**src/rtl/seq_detect_param.sv**
```systemverilog
// seq_detect_param: parametrised serial pattern detector.
// Shifts qualified serial bits into a history register and compares it with a
// run-time loadable pattern. It produces a registered one-cycle match pulse
// and keeps a saturating match counter.
//
// Stream handshake: x is consumed on every rising edge where x_valid=1.
// There is no ready; the detector always accepts and never applies
// back-pressure. An edge with x_valid=0 is a stall: history and fill hold,
// and y drops.
module seq_detect_param #(
    parameter int             N           = 4,
    parameter logic [N-1:0]   DEF_PATTERN = 4'b1011,
    parameter int             CNT_W       = 8
) (
    input  logic             clk,
    input  logic             reset,
    input  logic             x,
    input  logic             x_valid,
    input  logic             pat_load,
    input  logic [N-1:0]     pat_in,
    input  logic             overlap,
    input  logic             clr_cnt,
    output logic             y,
    output logic [CNT_W-1:0] match_cnt
);

    // fill counts 0..N, so it needs enough bits to hold N itself.
    localparam int             FW       = $clog2(N + 1);
    localparam logic [FW-1:0]  FILL_MAX = FW'(N);
    localparam logic [CNT_W-1:0] CNT_MAX = {CNT_W{1'b1}};
    localparam logic [CNT_W-1:0] CNT_ONE = CNT_W'(1);

    logic [N-1:0]  pat_reg;
    logic [N-1:0]  hist;
    logic [FW-1:0] fill;

    logic [N-1:0]  hist_n;
    logic [FW-1:0] fill_n;
    logic          match;

    // Next history/fill for a sample edge, and whether that edge completes a match.
    always_comb begin
        hist_n = {hist[N-2:0], x};
        fill_n = (fill == FILL_MAX) ? fill : fill + 1'b1;
        match  = x_valid && !pat_load && (fill_n == FILL_MAX) && (hist_n == pat_reg);
    end

    // Pattern, history, fill and match pulse. A pattern load wins over a sample.
    always_ff @(posedge clk or negedge reset) begin
        if (!reset) begin
            pat_reg <= DEF_PATTERN;
            hist    <= '0;
            fill    <= '0;
            y       <= 1'b0;
        end else if (pat_load) begin
            pat_reg <= pat_in;
            fill    <= '0;
            y       <= 1'b0;
        end else if (x_valid) begin
            hist <= hist_n;
            // Non-overlapping mode forces the next match to use N fresh bits.
            fill <= (match && !overlap) ? '0 : fill_n;
            y    <= match;
        end else begin
            y <= 1'b0;
        end
    end

    // Saturating match counter; a clear coinciding with a match leaves a count of one.
    always_ff @(posedge clk or negedge reset) begin
        if (!reset) begin
            match_cnt <= '0;
        end else if (match) begin
            if (clr_cnt)
                match_cnt <= CNT_ONE;
            else if (match_cnt != CNT_MAX)
                match_cnt <= match_cnt + 1'b1;
        end else if (clr_cnt) begin
            match_cnt <= '0;
        end
    end

endmodule

```
**config.mk**
```make
export PLATFORM = sky130hd
export DESIGN_NAME = seq_detect_param
export DESIGN_NICKNAME = d
export VERILOG_FILES = /design/src/rtl/seq_detect_param.sv
export SDC_FILE = /design/constraint.sdc
export NUM_CORES = 1
export LEC_CHECK = 0
export BUFFER_PORTS_ARGS = -buffer_cell sky130_fd_sc_hd__buf_2
export CAP_MARGIN = 10
export CELL_PAD_IN_SITES_DETAIL_PLACEMENT = 0
export CELL_PAD_IN_SITES_GLOBAL_PLACEMENT = 1
export CORE_ASPECT_RATIO = 0.75
export CORE_MARGIN = 2
export CORE_UTILIZATION = 39
export CTS_BUF_LIST = sky130_fd_sc_hd__clkbuf_8
export CTS_CLUSTER_SIZE = 28
export DETAILED_ROUTE_END_ITERATION = 8
export GPL_TIMING_DRIVEN = 0
export PLACE_DENSITY = 0.81
export RECOVER_POWER = 50
export SLEW_MARGIN = 20
export SYNTH_ARGS = -nofsm -noshare
export SYNTH_HDL_FRONTEND = slang
export SYNTH_SLANG_ARGS = --single-unit
export TNS_END_PERCENT = 5
```
**constraint.sdc**
```tcl
create_clock -name clk -period 2.18 [get_ports clk]
set_input_delay 0.436 -clock clk [delete_from_list [all_inputs] [get_ports clk]]
set_output_delay 0.436 -clock clk [all_outputs]
set_load 0.005 [all_outputs]
```
==> results of run 1 <==
==> layout by cell type (no fill, tap or decap), drive strengths merged <==
cell      Yosys  routed
nand2b        1       1
buf           3      22
and4b         1       1
or4           1       1
inv           3       3
xnor2         5       5
nand3b        2       2
nor2          5       5
and3b         1       1
clkinvlp      0       1
dfstp         3       3
clkbuf        0       4
nand2         5       5
nand4         1       1
and4          2       2
or3           5       5
a21oi         7       7
nor4          1       1
and3          3       3
mux2          7       7
a32oi         1       1
o21ai         5       5
ha            3       3
nor3          2       2
nand3         4       4
o211ai        1       1
o2bb2ai       1       1
mux2i         1       1
a41oi         1       1
dfrtp        16      16
==> power groups by stage <==
stage	Sequential (mW)	Combinational, mW	Clock, mW
global route	0.407	0.122	0.270
global placement	0.408	0.100	0
CTS	0.403	0.107	0.256
finish	0.403	0.109	0.247
detailed placement	0.410	0.104	0
floorplan	0.404	0.0773	0
==> timing repair <==
action | 4_1_cts | 5_1_grt
resized for setup | 2 | 1
pin swaps | 4 | 1
setup endpoints to repair | 4 | 8
setup buffers | 2 | 1
cloned | 0 | 0
==> critical path: stages, from the launching register on <==
cell     delay (ps)
dfrtp_1         420
inv_2           100
ha_4            150
and3b_1         170
or3_4           340
or4_4           440
buf_6           150
or3_1           320
a21oi_2         130
==> worst max-delay path by stage <==
stage / start / end / slack (ps) / depth (start not counted)
floorplan: fill[0]$_DFFE_PN0P_ / match_cnt[7]$_DFFE_PN0P_ / -4 / 8
global placement: fill[0]$_DFFE_PN0P_ / match_cnt[7]$_DFFE_PN0P_ / -70 / 8
detailed placement: fill[0]$_DFFE_PN0P_ / match_cnt[7]$_DFFE_PN0P_ / -120 / 8
CTS: fill[0]$_DFFE_PN0P_ / match_cnt[7]$_DFFE_PN0P_ / -100 / 8
global route: fill[0]$_DFFE_PN0P_ / match_cnt[3]$_DFFE_PN0P_ / -200 / 8
finish: fill[0]$_DFFE_PN0P_ / match_cnt[7]$_DFFE_PN0P_ / -100 / 8
==> metal layers <==
| metal | wire length, µm | up-vias |
|---|---|---|
| li1 | - | 380 |
| met2 | 866 | 12 |
| met1 | 911 | 349 |
| met5 | 0 | - |
| met4 | 0 | 0 |
| met3 | 89 | 0 |
==> kinds of logic (layout without fill, tap and decap cells) <==
group	after synthesis	count (layout)	share of synthesized area (%)
xor gates and xnor gates	5	5	4.41
and+or+nand+nor	34	34	21.3
buffers and inverters	6	30	3.78
adders and majority gates	3	3	3.78
muxes	8	8	8.95
DFF	19	19	48.3
AOI/OAI and AO/OA	16	16	9.46
==> metrics by stage <==
stage,TNS (ps),utilization [%],instance area (µm²)
after detailed placement,-192,48.3,1130
after global placement,-119,48.3,1130
after global routing,-1170,51.6,1210
after CTS,-266,51.1,1200
after floorplan,-3.76,-,1000
final,-275,51.6,1210
==> cell type report <==
| class | instances | area, µm² |
|---|---|---|
| Fill cell | 216 | 1140 |
| Clock buffer | 3 | 41.3 |
| Clock inverter | 1 | 7.51 |
| Sequential cell | 19 | 479 |
| Buffer | 3 | 26.3 |
| Tap cell | 34 | 42.5 |
| Timing Repair Buffer | 20 | 106 |
| Multi-Input combinational cell | 66 | 495 |
| Inverter | 3 | 11.3 |
==> reports/qor.yml, run 1 <==
htree_levels: 1
globalplace.congestion: 0.730
violations: "setup timing"
initial_core_util_pct: 42.3
synth-main-ff-cell: "dfrtp_1"
hold_violations: 0
grt_use_total_pct: 14.4
use_met3_pct: 5.18
grt_util_met2_pct: 26.5
wl_per_cell_um: 12.5
switching_share_pct: 24.6
maxSlewViolCount: 0
endpoint_kind: "flip-flop"
drive_gt1_share_pct: 36.5
seq_area_frac_synth_pct: 48.3
cp.required_ps: 2370
reg2reg_slack_ps: -100
antenna_left: 0
synth.most_common_cell: "dfrtp_1"
synth_commonest_cells: "16 x dfrtp_1, 7 x a21oi_1, 7 x mux2_2"
hold_class: "primary input to asynchronous set/reset pin"
dp_slack_ps: -116
synth.area.top_cells: "dfrtp_1 40%, dfstp_2 7.9%, mux2_2 7.9%"
whs_ps: 312
drt_iter0_drc: 5
num-nets-final: 130
io_buffers: 17
rows: 15
antenna_found_initial: 0
place_hpwl_um: 1430
cp.arrival_ps: 2470
max_freq_mhz: 438
ir_drop_uv: 520
r2r-end: "match_cnt[7]$_DFFE_PN0P_"
maxCapViolCount: 0
drc: 0
core_area_um2: 2350
synth.cell_area_um2: 992
cts.path.max_buffers: 2
largest_reg_flops: 8
vias: 741
power_density_nw_per_um2: 627
cts_buffers: 3
syn_inst: 91
grt_max_degree: 20
gr-total-overflow: 0
vias_per_cell: 4.97
power_frac_clock_pct: 32.5
dieArea_um2: 2970
synth-edff-count: 0
first_pass_iters: 4
status: "finished with violations"
path_class: "flip-flop to flip-flop"
pwr-share-seq_pct: 53.1
timing.final.crit_share_pct: 105
synth-async-reset-ratio_pct: 100
tritoncts_num_sinks: 19
cts.clk_slew.worst_paths_ps: 70
comb_power_share_pct: 14.3
cts-root-buf: "clkbuf_8"
cp-start-kind: "flip-flop"
period_minus_slack_ps: 2280
routed_wl_um: 1870
p_leak_nw: 0.540
synth_cell_types: 30
skew_ps: 2.90
grt_busiest_layer: "met2"
rsz0062_at_grt: "true"
p_switching_mw: 0.186
grt_util_met1_pct: 16.8
ctsHoldBuffers: 0
synth.net_count: 105
cp_max_fo: 7
setup_violations: 6
cts_tree: "built"
grt_pass1_vias: 723
relSlewSlack_pct: 34.7
die_w_um: 62.2
yosys_warnings: 0
reg2reg_depth: 8
setup_ws_ps: -104
syn_avg_cell_area_um2: 10.9
final_cells: 149
ys_ff_latch: 19
yosys.area.top_type: "dfrtp_1"
n_antenna_cell: 0
dieHeight_um: 47.7
p_int_mw: 0.572
dp.cells: 142
max_slew.worst_pin.slew_ps: 980
clk_latency_ps: 250
synth_top_area_share_pct: 40.4
r2r-start: "fill[0]$_DFFE_PN0P_"
syn_to_final_growth_pct: 21.9
grt_pass1_wl_um: 3190
power_mw: 0.758
io_pins: 20
Note: power is estimated with default switching activity, not from simulation.
==> run 2, diff against run 1 <==
--- a/config.mk
+++ b/config.mk
@@ -5,18 +5,18 @@
 export SDC_FILE = /design/constraint.sdc
 export NUM_CORES = 1
 export LEC_CHECK = 0
+export ABC_AREA = 1
 export BUFFER_PORTS_ARGS = -buffer_cell sky130_fd_sc_hd__buf_2
 export CAP_MARGIN = 10
 export CELL_PAD_IN_SITES_DETAIL_PLACEMENT = 0
 export CELL_PAD_IN_SITES_GLOBAL_PLACEMENT = 1
 export CORE_ASPECT_RATIO = 0.75
-export CORE_MARGIN = 2
-export CORE_UTILIZATION = 39
+export CORE_UTILIZATION = 38
 export CTS_BUF_LIST = sky130_fd_sc_hd__clkbuf_8
 export CTS_CLUSTER_SIZE = 28
 export DETAILED_ROUTE_END_ITERATION = 8
 export GPL_TIMING_DRIVEN = 0
-export PLACE_DENSITY = 0.81
+export PLACE_DENSITY = 0.82
 export RECOVER_POWER = 50
 export SLEW_MARGIN = 20
 export SYNTH_ARGS = -nofsm -noshare
==> run 2 against run 1 <==
Hold slack better by 52 ps. Via count is 50% higher. Design area is 22% higher. Register-to-register slack better by 600 ps. Synthesized cell count is 91% higher. Largest cell class unchanged. Critical path depth is 2 higher. Highest routed layer is now met4. Synthesized area is 30% higher. The run now ends clean.
==> reports/qor.yml, run 2 <==
yosys.area.top_type: "dfrtp_1"
vias_per_cell: 4.74
drive_gt1_share_pct: 24.0
core_area_um2: 3080
p_leak_nw: 0.809
synth_top_area_share_pct: 31.0
power_density_nw_per_um2: 528
cts_post_setup_buffers_inserted: 0
ctsHoldBuffers: 0
setup_violations: 0
gr-total-overflow: 0
initial_core_util_pct: 41.9
cp-start-kind: "flip-flop"
vias: 1109
post_cts_resized: 0
power_mw: 0.778
globalplace.congestion: 0.791
max_slew.worst_pin.slew_ps: 1110
period_minus_slack_ps: 1690
ir_drop_uv: 315
cts.path.max_buffers: 2
tritoncts_num_sinks: 19
ys_ff_latch: 19
hold_violations: 0
seq_area_frac_synth_pct: 37.1
synth-async-reset-ratio_pct: 100
synth.cell_area_um2: 1290
first_pass_iters: 4
clk_latency_ps: 260
synth_commonest_cells: "55 x nand2_1, 30 x inv_1, 16 x dfrtp_1"
maxSlewViolCount: 0
antenna_found_initial: 0
antenna_left: 0
cts_tree: "built"
final.fill_count: 307
io_buffers: 18
dieArea_um2: 3640
skew_ps: 3.93
tns_ps: 0
syn_inst: 174
switching_share_pct: 29.5
p_switching_mw: 0.229
dpl_cell_area_um2: 1430
comb_power_share_pct: 17.3
grt_pass1_vias: 990
hold_class: "primary input to asynchronous set/reset pin"
rsz0062_at_grt: "false"
drc: 0
pwr-share-seq_pct: 50.1
max_freq_mhz: 593
dieHeight_um: 52.5
relSlewSlack_pct: 25.9
dp_slack_ps: 521
setup_ws_ps: 494
cts-root-buf: "clkbuf_8"
synth-edff-count: 0
endpoint_kind: "flip-flop"
synth.net_count: 188
place_hpwl_um: 1990
final_cell_area_um2: 1470
grt_max_degree: 20
cts_buffers: 3
grt_pass1_wl_um: 4420
synth-main-ff-cell: "dfrtp_1"
timing.final.crit_share_pct: 77.3
io_pins: 20
n_antenna_cell: 0
synth.most_common_cell: "nand2_1"
final_common_cell: "nand2_1"
syn_avg_cell_area_um2: 7.43
synth.area.top_cells: "dfrtp_1 31%, nand2_1 16%, inv_1 8.7%"
wl_per_cell_um: 11.3
largest_reg_flops: 8
yosys_warnings: 0
final_cells: 234
htree_levels: 1
cp.required_ps: 2330
drt_iter0_drc: 49
cp_max_fo: 7
dp.cells: 230
routed_wl_um: 2640
maxCapViolCount: 0
final_cell_mix: "56 x nand2_1, 31 x inv_1, 18 x buf_2, 16 x dfrtp_1, 12 x nand3_1"
power_frac_clock_pct: 32.5
die_w_um: 69.3
cts.clk_slew.worst_paths_ps: 80
cp.arrival_ps: 1840
grt_use_total_pct: 15.9
path_class: "flip-flop to flip-flop"
p_int_mw: 0.548
status: "completed"
synth_cell_types: 26
rows: 17
num-nets-final: 211
syn_to_final_growth_pct: 13.9
run 2: path summary, 6_finish.rpt:
| kind | slack [ps] | endpoint | cells after the start | start |
|---|---|---|---|---|
| setup / recovery | 490 | match_cnt[3]$_DFFE_PN0P_ | 10 | fill[0]$_DFFE_PN0P_ |
| hold / removal | 360 | hist[2]$_DFFE_PN0P_ | 1 | reset |
| setup reg to reg | 490 | match_cnt[3]$_DFFE_PN0P_ | 10 | fill[0]$_DFFE_PN0P_ |
| hold reg to reg | 500 | pat_reg[3]$_DFFE_PN1P_ | 2 | pat_reg[3]$_DFFE_PN1P_ |
| max in group asynchronous | 1150 | match_cnt[7]$_DFFE_PN0P_ | 1 | reset |
| min in group clk | 380 | pat_reg[2]$_DFFE_PN0P_ | 3 | pat_in[2] |
run 2: worst max-delay path, cell delays in order (launching register included):
cell and delay, ps:
dfrtp_1 390, inv_1 90, ha_1 260, nand2_1 120
nand2_1 90, nand2_2 130, nand3_2 90, nor2_4 120
nand3_4 120, nand3_1 90, nand2_1 60
run 2: cell type report:
cell class	count	area (µm²)	share of cell area, %
Timing Repair Buffer	18	88.8	6.03
Clock buffer	3	41.3	2.80
Clock inverter	1	5.00	0.340
Buffer	2	16.3	1.10
Tap cell	38	47.5	3.23
Sequential cell	19	479	32.5
Inverter	34	128	8.67
Multi-Input combinational cell	119	667	45.3
run 2: cells by family after synthesis:
family	count (synthesis)	share of synthesized area, %
simple gates	102	41.8
compound gates	11	5.03
xor+xnor	3	2.03
fa+ha+maj	3	2.90
flops	19	37.1
buf+inv	36	11.1
run 2: routing by layer:
metal / GRT usage (%) / vias to the layer above / routed length, µm
li1: - / 581 / -
met1: 21.5 / 498 / 1330
met2: 25.1 / 23 / 1160
met3: 4.42 / 7 / 120
met4: 4.08 / 0 / 31
met5: 0 / - / 0
run 2: power by group through the flow:
stage,clock (mW),sequential [mW],combinational (mW)
after CTS,0.264,0.390,0.137
after global placement,0,0.395,0.132
after detailed placement,0,0.396,0.137
final,0.253,0.390,0.135
after global routing,0.275,0.393,0.153
after floorplan,0,0.393,0.101
run 2: per-stage QoR:
stage               hold slack [ps]  utilization (%)
global placement                405             46.4
CTS                             131             47.9
detailed placement              417             46.4
floorplan                       140                -
finish                          364             47.7
global route                    390             47.7
==> run 3, diff against run 2 <==
--- a/config.mk
+++ b/config.mk
@@ -11,12 +11,12 @@
 export CELL_PAD_IN_SITES_DETAIL_PLACEMENT = 0
 export CELL_PAD_IN_SITES_GLOBAL_PLACEMENT = 1
 export CORE_ASPECT_RATIO = 0.75
-export CORE_UTILIZATION = 38
+export CORE_UTILIZATION = 42
 export CTS_BUF_LIST = sky130_fd_sc_hd__clkbuf_8
 export CTS_CLUSTER_SIZE = 28
 export DETAILED_ROUTE_END_ITERATION = 8
 export GPL_TIMING_DRIVEN = 0
-export PLACE_DENSITY = 0.82
+export PLACE_DENSITY = 0.86
 export RECOVER_POWER = 50
 export SLEW_MARGIN = 20
 export SYNTH_ARGS = -nofsm -noshare
==> constraint.sdc (replaced) <==
create_clock -name clk -period 1.65 [get_ports clk]
set_input_delay 0.33 -clock clk [delete_from_list [all_inputs] [get_ports clk]]
set_output_delay 0.33 -clock clk [all_outputs]
set_load 0.005 [all_outputs]
==> run 3 against run 2 <==
First-iteration DRC count down 27%. Total power increased by 37%. Clock-buffer cell count unchanged. Maximum frequency up 5.4%. Non-clock buffer count up 8. Sequential power grew 32%. Clock power rose by 27%. Sequential cell count unchanged. Clock skew up 7.8 ps. Wire length up 7.3%. Critical endpoint is now match_cnt[6]$_DFFE_PN0P_.
==> reports/qor.yml, run 3 (synthesis gave the netlist of run 2 again) <==
status: "completed"
cp-start-kind: "flip-flop"
power_density_nw_per_um2: 667
cp.required_ps: 1790
antenna_left: 0
whs_ps: 260
dieHeight_um: 50.0
initial_core_util_pct: 44.0
final.fill_count: 294
final_cells: 242
max_freq_mhz: 625
period_minus_slack_ps: 1600
ctsHoldBuffers: 0
ir_drop_uv: 434
gr-total-overflow: 0
place_hpwl_um: 1950
timing.final.crit_share_pct: 96.9
drc: 0
cts_tree: "built"
hold_class: "primary input to asynchronous set/reset pin"
drt_iter0_drc: 36
grt_pass1_wl_um: 4750
p_leak_nw: 0.851
relSlewSlack_pct: 25.5
n_antenna_cell: 0
grt_use_total_pct: 19.0
cp.arrival_ps: 1740
routed_wl_um: 2840
cts-root-buf: "clkbuf_8"
skew_ps: 11.7
vias_per_cell: 4.76
htree_levels: 1
first_pass_iters: 4
largest_reg_flops: 8
num-nets-final: 219
grt_pass1_vias: 1073
power_mw: 1.07
dp.cells: 230
final_common_cell: "nand2_1"
path_class: "flip-flop to flip-flop"
cp_max_fo: 7
syn_to_final_growth_pct: 23.7
grt_max_degree: 20
wl_per_cell_um: 11.7
clk_latency_ps: 260
hold_violations: 0
setup_violations: 0
cts.path.max_buffers: 2
maxCapViolCount: 0
io_buffers: 18
globalplace.congestion: 0.769
drive_gt1_share_pct: 34.3
dpl_cell_area_um2: 1430
tns_ps: 0
rows: 17
io_pins: 20
final_cell_mix: "53 x nand2_1, 28 x inv_1, 18 x buf_2, 16 x dfrtp_1, 10 x nor2_1"
cts_buffers: 3
antenna_found_initial: 0
dieArea_um2: 3310
die_w_um: 66.1
tritoncts_num_sinks: 19
endpoint_kind: "flip-flop"
maxSlewViolCount: 0
max_slew.worst_pin.slew_ps: 1120
vias: 1152
cts.clk_slew.worst_paths_ps: 80
core_area_um2: 2940
final_cell_area_um2: 1600
==> run 3: timing repair <==
item | CTS | global route
setup buffers | 0 | 8
endpoints found under the setup margin | 0 | 9
gates resized for setup | 0 | 16
==> run 3: final timing paths <==
| kind | startpoint | endpoint | slack (ps) | cells after the start |
|---|---|---|---|---|
| max in group asynchronous | reset | match_cnt[3]$_DFFE_PN0P_ | 710 | 1 |
| worst max-delay path | fill[0]$_DFFE_PN0P_ | match_cnt[6]$_DFFE_PN0P_ | 50 | 10 |
| min in group clk | pat_in[3] | pat_reg[3]$_DFFE_PN1P_ | 280 | 3 |
| worst max register to register | fill[0]$_DFFE_PN0P_ | match_cnt[6]$_DFFE_PN0P_ | 50 | 10 |
| worst min-delay path | reset | hist[2]$_DFFE_PN0P_ | 260 | 1 |
| worst min register to register | pat_reg[1]$_DFFE_PN1P_ | pat_reg[1]$_DFFE_PN1P_ | 500 | 2 |
==> run 3: worst max-delay path, stage by stage, from the launching register on <==
cell     delay (ps)
dfrtp_1         410
inv_2           100
ha_4            210
inv_2            40
nand2_2          60
nand2_2          80
nand3_2         100
nor2_4          150
nand3_4         160
nand3_2         110
nand2_1          60
==> run 3: routing by layer <==
layer | global-route usage [%] | share of wire [%] | up-vias
met3 | 4.17 | 4.4 | 4
met2 | 27.9 | 47 | 22
met4 | 4.96 | 0.81 | 0
li1 | - | - | 593
met5 | 0 | 0 | -
met1 | 28.0 | 47 | 533
==> run 3: where the power goes <==
group / switching [mW] / internal, mW / total [mW]
combinational: 0.135 / 0.0935 / 0.229
sequential: 0.0201 / 0.496 / 0.516
clock: 0.156 / 0.165 / 0.322
total: 0.311 / 0.755 / 1.07
==> run 3: through the flow <==
step           utilization (%)  setup slack, ps
4_1_cts                   50.3             24.5
5_1_grt                   54.5            -37.8
2_1_floorplan                -              218
6_report                  54.5             50.6
3_5_place_dp              48.7             46.1
3_3_place_gp              48.7             90.3
==> run 3: cell type report <==
| class | instances | area, µm² | area share [%] |
|---|---|---|---|
| timing repair buffer | 26 | 149 | 9.31 |
| multi-input combinational | 119 | 734 | 45.9 |
| clock inverter | 1 | 3.75 | 0.235 |
| inverter | 34 | 128 | 7.98 |
| tap | 38 | 47.5 | 2.97 |
| clock buffer | 3 | 41.3 | 2.58 |
| sequential | 19 | 479 | 30.0 |
| buffer | 2 | 16.3 | 1.02 |
